==> config.mk <==
export PLATFORM = sky130hd
export DESIGN_NAME = vga_fifo_sc
export DESIGN_NICKNAME = d
export VERILOG_FILES = /design/src/rtl/vga_fifo_sc.sv
export SDC_FILE = /design/constraint.sdc
export NUM_CORES = 2
export LEC_CHECK = 0
export CAP_MARGIN = 20
export CORE_ASPECT_RATIO = 1.25
export CORE_MARGIN = 3
export CORE_UTILIZATION = 40
export DETAILED_ROUTE_END_ITERATION = 6
export PLACE_DENSITY = 0.55
export SYNTH_ARGS = -nofsm -noshare
export SYNTH_HDL_FRONTEND = slang
export SYNTH_SLANG_ARGS = --single-unit
==> constraint.sdc <==
create_clock -name clk -period 11.5 [get_ports clk]
set_input_delay 3.45 -clock clk [delete_from_list [all_inputs] [get_ports clk]]
set_output_delay 3.45 -clock clk [all_outputs]
set_load 0.1 [all_outputs]
==> src/rtl/vga_fifo_sc.sv <==
// ---------------------------------------------------------------------------
// vga_fifo_sc
// Single-clock pixel-path data FIFO between the line-fetch master and the
// pixel generator. It has on-chip storage, an exact occupancy count,
// programmable almost-full/almost-empty thresholds, a synchronous flush and
// sticky overflow/underflow flags.
//
// Compile-time option:
//   VGA_FIFO_FWFT_EN  defined   : first-word-fall-through. q shows the head
//                                 word whenever empty=0, and rreq
//                                 acknowledges that word.
//                     undefined : standard mode. q is loaded only on an
//                                 accepted read.
//
// Ports:
//   clk        rising-edge clock
//   nrst       synchronous reset, active low
//   sclr       synchronous flush, active high (nrst has priority)
//   wreq, d    write request and data
//   rreq, q    read request and data
//   afull_lvl  almost-full threshold  (afull  = level >= afull_lvl)
//   aempty_lvl almost-empty threshold (aempty = level <= aempty_lvl)
//   level      occupancy 0..DEPTH
//   empty/full/afull/aempty  registered status flags, consistent with level
//   ovf/udf    sticky write-while-full / read-while-empty
// ---------------------------------------------------------------------------
module vga_fifo_sc #(
    parameter int AWIDTH = 7,
    parameter int DWIDTH = 32
) (
    input  logic              clk,
    input  logic              nrst,
    input  logic              sclr,
    input  logic              wreq,
    input  logic [DWIDTH-1:0] d,
    input  logic              rreq,
    output logic [DWIDTH-1:0] q,
    input  logic [AWIDTH:0]   afull_lvl,
    input  logic [AWIDTH:0]   aempty_lvl,
    output logic [AWIDTH:0]   level,
    output logic              empty,
    output logic              full,
    output logic              afull,
    output logic              aempty,
    output logic              ovf,
    output logic              udf
);

    localparam int              DEPTH    = 1 << AWIDTH;
    localparam logic [AWIDTH:0] FULL_LVL = (AWIDTH+1)'(DEPTH);

    logic [DWIDTH-1:0] mem_q [DEPTH];

    logic [AWIDTH-1:0] wptr_q, wptr_d, rptr_q, rptr_d;
    logic [AWIDTH:0]   level_q, level_d;
    logic [DWIDTH-1:0] q_q, q_d;
    logic              empty_q, empty_d, full_q, full_d;
    logic              afull_q, afull_d, aempty_q, aempty_d;
    logic              ovf_q, ovf_d, udf_q, udf_d;
    logic              wr_acc, rd_acc;

    // Acceptance is judged against this cycle's registered flags, so a
    // simultaneous read cannot make room for a write when full (and vice
    // versa when empty).
    assign wr_acc = wreq & ~full_q;
    assign rd_acc = rreq & ~empty_q;

    always_comb begin
        wptr_d  = wptr_q;
        rptr_d  = rptr_q;
        level_d = level_q;
        ovf_d   = ovf_q;
        udf_d   = udf_q;
        q_d     = q_q;
        if (sclr) begin
            wptr_d  = '0;
            rptr_d  = '0;
            level_d = '0;
            ovf_d   = 1'b0;
            udf_d   = 1'b0;
        end else begin
            if (wr_acc) wptr_d = wptr_q + 1'b1;
            if (rd_acc) rptr_d = rptr_q + 1'b1;
            case ({wr_acc, rd_acc})
                2'b10:   level_d = level_q + 1'b1;
                2'b01:   level_d = level_q - 1'b1;
                default: level_d = level_q;
            endcase
            if (wreq & full_q)  ovf_d = 1'b1;
            if (rreq & empty_q) udf_d = 1'b1;
`ifdef VGA_FIFO_FWFT_EN
            // The head word is kept in q. A write into an empty FIFO becomes
            // the head directly. On a read, the next head is the following
            // slot, or the word being written if that slot is not yet in
            // memory. q holds once the FIFO runs dry.
            if (wr_acc && level_q == '0)
                q_d = d;
            else if (rd_acc && level_d != '0)
                q_d = (level_q == 1) ? d : mem_q[rptr_q + 1'b1];
`else
            if (rd_acc) q_d = mem_q[rptr_q];
`endif
        end
        empty_d  = (level_d == '0);
        full_d   = (level_d == FULL_LVL);
        afull_d  = (level_d >= afull_lvl);
        aempty_d = (level_d <= aempty_lvl);
    end

    // Storage has no reset. A flush leaves its contents in place.
    always_ff @(posedge clk) begin
        if (nrst && !sclr && wr_acc) mem_q[wptr_q] <= d;
    end

    always_ff @(posedge clk) begin
        if (!nrst) begin
            wptr_q   <= '0;
            rptr_q   <= '0;
            level_q  <= '0;
            q_q      <= '0;
            empty_q  <= 1'b1;
            full_q   <= 1'b0;
            afull_q  <= 1'b0;
            aempty_q <= 1'b1;
            ovf_q    <= 1'b0;
            udf_q    <= 1'b0;
        end else begin
            wptr_q   <= wptr_d;
            rptr_q   <= rptr_d;
            level_q  <= level_d;
            q_q      <= q_d;
            empty_q  <= empty_d;
            full_q   <= full_d;
            afull_q  <= afull_d;
            aempty_q <= aempty_d;
            ovf_q    <= ovf_d;
            udf_q    <= udf_d;
        end
    end

    assign q      = q_q;
    assign level  = level_q;
    assign empty  = empty_q;
    assign full   = full_q;
    assign afull  = afull_q;
    assign aempty = aempty_q;
    assign ovf    = ovf_q;
    assign udf    = udf_q;

endmodule
# [Word-level counts from Yosys, hierarchy flattened]
# Memories as Yosys holds them, arrays and structs flattened. A register that Yosys moved wholly into a read port is not among the register bits.
# Index checks and enable logic that the tools add are counted.
# W data, S select, Z words.
[word_totals] n_memories=1 mem_bits_rw=4096 input_bits=53 wordCells=38 ff_bits=28 output_inout_bits=46
[memory_table] memory="mem_q" depth=128 width=32 read_ports=1 rd_clocked_by_memory_dff=1 wr=1 line="52" rtl="logic [DWIDTH-1:0] mem_q [DEPTH];"
[op_classes] add_sub_neg=4 n_reduce_logical=7 bitwise_logic=8 eq_ne=3 order_cmp=2 muxes=4
[op_table] op="$pmux W8 S2" count=1
[op_table] op="$add A7 B1 Y7 const B" count=2
[op_table] op="$add A8 B1 Y8 const B" count=1
[op_table] op="$eq A8 B8 Y1 const B" count=1
[op_table] op="$ge A8 B8 Y1" count=1
[op_table] op="$le A8 B8 Y1" count=1
[op_table] op="$logic_not A8 Y1" count=1
[op_table] op="$mux W8" count=1
[op_table] op="$sub A8 B1 Y8 const B" count=1
[op_table] op="$and A1 B1 Y1" count=4
[op_table] op="$not A1 Y1" count=4
[op_table] op="$eq A2 B1 Y1 const B" count=1
[op_table] op="$eq A2 B2 Y1 const B" count=1
[op_table] op="$logic_and A1 B1 Y1" count=2
[op_table] op="$logic_not A1 Y1" count=2
[op_table] op="$mux W1" count=2
[op_table] op="$reduce_and A2 Y1" count=1
[op_table] op="$reduce_or A2 Y1" count=1

# [Logic depth before layout (Yosys ltp)]
[depth] ltp_word=6 depth_mapped=19

# [Least setup slack after synthesis]
# Ideal clock, no wire load.
[synth_timing] path_type="input-to-reg" from="input port wreq" to="memory mem_q[72][0] (enable)" cell_stages=6 n_path_buf=1 setup_ps=503 arrival_time_ps=7551 slack_ps=3447 cell_sequence="nor2b_1 -> inv_1 -> clkbuf_1 -> nor2_1 -> nand4_1 -> nor4_1"
[synth_via] elab_chain_len=4
[synth_lines] element="start: declaration" line="34" rtl="input logic wreq,"
[synth_lines] element="$and A1 B1 Y1" line="65" rtl="assign wr_acc = wreq & ~full_q;"
[synth_lines] element="$logic_and A1 B1 Y1" line="112" rtl="if (nrst && !sclr && wr_acc) mem_q[wptr_q] <= d;"
[synth_lines] element="$mux W1" line="112"
[synth_lines] element="$mux W1 (not written as such)" line="112"
[synth_lines] element="end: declaration" line="52"
# No other way between the ends.

# [Worst setup path in the final report]
[layout_timing] from="input port rreq" to="register aempty_q (netlist: aempty)"
[layout_via] elab_chain_len=5
[layout_lines] element="start: declaration" line="36" rtl="input logic rreq,"
[layout_lines] element="$and A1 B1 Y1 *" line="66" rtl="assign rd_acc = rreq & ~empty_q;"
[layout_lines] element="$eq A2 B1 Y1 / $eq A2 B2 Y1 (equally long branches)" line="84" rtl="case ({wr_acc, rd_acc})"
[layout_lines] element="$pmux W8 S2 *" line="84"
[layout_lines] element="$mux W8 *" line="75" rtl="if (sclr) begin"
[layout_lines] element="named net level_d[5]" line="55" rtl="logic [AWIDTH:0] level_q, level_d;"
[layout_lines] element="$le A8 B8 Y1 *" line="107" rtl="aempty_d = (level_d <= aempty_lvl);"
[layout_lines] element="end signal: assignment" line="135" rtl="aempty_q <= aempty_d;"
[layout_lines] element="end: declaration" line="58" rtl="logic afull_q, afull_d, aempty_q, aempty_d;"
# Mark *: on every way through the listed nets, which the timed path passes. The rest lies on a longest branch.
# A chain may end at the register's enable or synchronous reset.

==> flow_metrics.py <==
metrics = {
    "outcome": {
        "status": "finished, violations left",
        "violations": "design-rule violations",
    },
    "power_and_ir_drop": {
        "clkPwrFrac_pct": 42.0,
        "power_density_nw_per_um2": 165.9,
        "internal_power_w": 0.02386,
        "swShare_pct": 20.76,
        "leakage_nw": 53.23,
        "p_sw_w": 0.006249,
        "ir_drop_mv": 0.1188,
        "power_frac_seq_pct": 55.3,
        "comb_power_share_pct": 2.7,
    },
    "routing": {
        "routed_wl_um": 510600,
        "drc": 6,
        "via_per_inst": 6.025,
        "drt_iter0_drc": 11120,
        "dr_total_vias": 79570,
        "ant_nets": 0,
        "wire_per_inst_um": 38.66,
        "first_pass_iters": 7,
    },
    "cells_and_area": {
        "ff_latch_area_um2": 124200,
        "area_growth_pct": 13.64,
        "fin_cells": 13210,
        "multi_input_area_um2": 34180,
        "nNetsFinal": 7742,
        "utilization_pct": 45.78,
        "drive_gt1_share_pct": 24.23,
        "n_fill_cell": 32950,
    },
    "critical_path": {
        "path_class": "input pin to register",
        "crit_family": "compound AO/OA/AOI/OAI gates",
        "reg2reg_slack_ns": 6.02,
        "required_ns": 12.33,
        "start_kind": "input pin",
        "cp_cell_sequence": "clkdlybuf4s50_1 > nor2b_1 > buf_4 > ha_1 > or3b_2 > a2111oi_0 > o31ai_1 > xor2_1 > nor2_1 > ha_1 > a21o_1 > a21o_1 > a21oi_1 > o21ai_0 > o211ai_1",
        "critical_path.endpoint_type": "register",
        "slowest_delay_ns": 0.55,
        "r2r_cells": 9,
        "cpMaxStageDelayCell": "clkdlybuf4s50_1",
        "crit_arrival_ns": 7.50,
        "worstPathMaxFanout": 19,
        "path_depth": 15,
        "critical_path_buf_inv_count": 2,
    },
    "sta": {
        "setup_violations": 0,
        "worst_slack_ns": 4.833,
        "skew_ns": 0.06851,
        "fmax_mhz": 150.0,
        "final_hold_viol_count": 0,
        "setup_tns_ns": 0,
        "rsz0062_at_grt": "false",
        "tightest_slew_ns": 1.365,
        "maxSlewViolCount": 0,
        "max_slew_margin_pct": 8.690,
        "finalCriticalPeriod_ns": 6.667,
        "min_period_over_period_pct": 57.97,
    },
    "clock_network": {
        "root_buffer": "clkbuf_16",
        "clk_pin_slew_ns": 0.06,
        "cts_tree": "built",
        "cts_buffers": 387,
        "cts_hold_buf": 0,
        "clkSinkCount": 4156,
        "clk_path_buf_depth": 4,
        "insertion_delay_ns": 0.97,
        "htree_levels": 5,
        "post_cts_buffers": 0,
        "cts_resized": 0,
    },
    "yosys": {
        "avgSynthCellArea_um2": 21.80,
        "synth_area_leaders": "edfxtp_1 (77%), mux4_2 (12%), mux2i_1 (3.1%)",
        "ys_seq_area_share_pct": 77.77,
        "synth_top_area_share_pct": 77.02,
        "ys_warn_count": 0,
        "yosysMostFrequentCell": "edfxtp_1",
        "netlist_instances": 7325,
        "synth_largest_area_cell": "edfxtp_1",
        "synth_common_cells": "edfxtp_1 (4,096), mux4_2 (881), mux2i_1 (501)",
        "synth_cell_types": 60,
        "synth_edf_count": 4096,
        "ys_ff_latch": 4156,
        "synth-main-ff-cell": "edfxtp_1",
        "netlist_area_um2": 159700,
        "async_flop_share_pct": 0,
        "syn_nets": 7399,
    },
    "floorplan": {
        "fp.coreArea_um2": 396400,
        "die_area_um2": 406900,
        "start_util_pct": 40.29,
        "row_count": 258,
        "die_width_um": 571.2,
        "io_pins": 99,
        "die_y_um": 712.4,
    },
    "placed_design": {
        "pre_cts_slack_ns": 3.865,
        "numPortBuffers": 98,
        "dp_hpwl_um": 324400,
        "dp_cells": 12420,
        "gp_congestion": 0.9548,
    },
    "global_routing": {
        "grt_pass1_vias": 78580,
        "antenna_found_initial": 52,
        "grt_pass1_wl_um": 685300,
        "grt_max_degree": 111,
        "grt_overflow": 0,
        "grt.total_usage_pct": 24.72,
    },
    "min_path": {
        "min_path_cells": 2,
        "hp-class": "register to register",
    },
    "flow_run": {
        "maxCapViolCount": 0,
    },
}
final timing paths:
path,from,to
max,rreq,aempty
min,udf,udf
max reg2reg,rptr_q[1],q[7]
min reg2reg,udf,udf
layout by cell type, fill, tap and decap left out, types with 47 or more instances in the layout:
cell type and count:
clkinv_2 82, clkinv_1 88, mux4_2 881, clkbuf_16 396
clkdlybuf4s50_1 65, buf_12 69, nand3_1 64, dfxtp_1 53
a21oi_1 84, a221oi_1 67, a22oi_1 159, buf_4 228
o22ai_1 85, edfxtp_1 4096, o21ai_0 63, nor2_4 128
mux2i_1 501, a211oi_1 47, clkbuf_1 72, nand2_1 126
nor2_1 119
worst min-delay path, stage by stage (launching register included):
cell and delay (ns):
dfxtp_1 0.35, a21oi_1 0.05, nor2_1 0.07
routing by layer:
layer	GRT usage [%]	vias to the layer above	routed length (µm)
met2	40.91	3892	251600
met3	4.618	906	42310
met1	30.90	43090	183800
met5	0	-	98
met4	13.08	14	32780
li1	-	31670	-
flip-flops by register name (all words and copies together) (netlist names):
name	cells
ovf	1
afull	1
mem_q	4096
aempty	1
rptr_q	7
level	8
empty	1
q	32
full	1
wptr_q	7
udf	1
layout make-up:
| cell class | instances | share of cell area, % |
|---|---|---|
| Sequential cell | 4156 | 68.45 |
| Antenna cell | 28 | 0.03861 |
| Tap cell | 5200 | 3.585 |
| Clock inverter | 231 | 1.102 |
| Clock buffer | 469 | 5.617 |
| Inverter | 23 | 0.04757 |
| Timing Repair Buffer | 382 | 2.328 |
| Multi-Input combinational cell | 2718 | 18.83 |
per-stage QoR:
step,total power (W),hold WS (ns),cell area (µm²)
floorplan,0.01727,0.5861,159700
global placement,0.01779,0.5221,167600
detailed placement,0.01781,0.5174,167900
CTS,0.03029,0.5319,180100
global route,0.03088,0.5686,181400
finish,0.03011,0.5071,181500
kinds of logic (layout without fill, tap and decap cells):
kind of cell | count (synthesis) | count (layout) | synth area share [%]
adder cells (fa/ha/maj) | 21 | 21 | 0.1645
AND/OR/NAND/NOR | 590 | 590 | 1.662
XOR/XNOR | 17 | 17 | 0.09323
flip-flops | 4156 | 4156 | 77.77
buffers and inverters | 451 | 1105 | 1.550
multiplexers | 1400 | 1400 | 15.69
other | 0 | 28 | 0
AO/OA/AOI/OAI | 690 | 690 | 3.069
power groups by stage:
| stage | combinational (W) | clock (W) | sequential (W) |
|---|---|---|---|
| after floorplan | 0.000273 | 0 | 0.0170 |
| after global placement | 0.000814 | 0 | 0.0170 |
| after detailed placement | 0.000833 | 0 | 0.0170 |
| after CTS | 0.000833 | 0.0128 | 0.0166 |
| after global routing | 0.000852 | 0.0134 | 0.0166 |
| final | 0.000823 | 0.0126 | 0.0166 |
No activity file was read; power rests on OpenSTA's default activity.
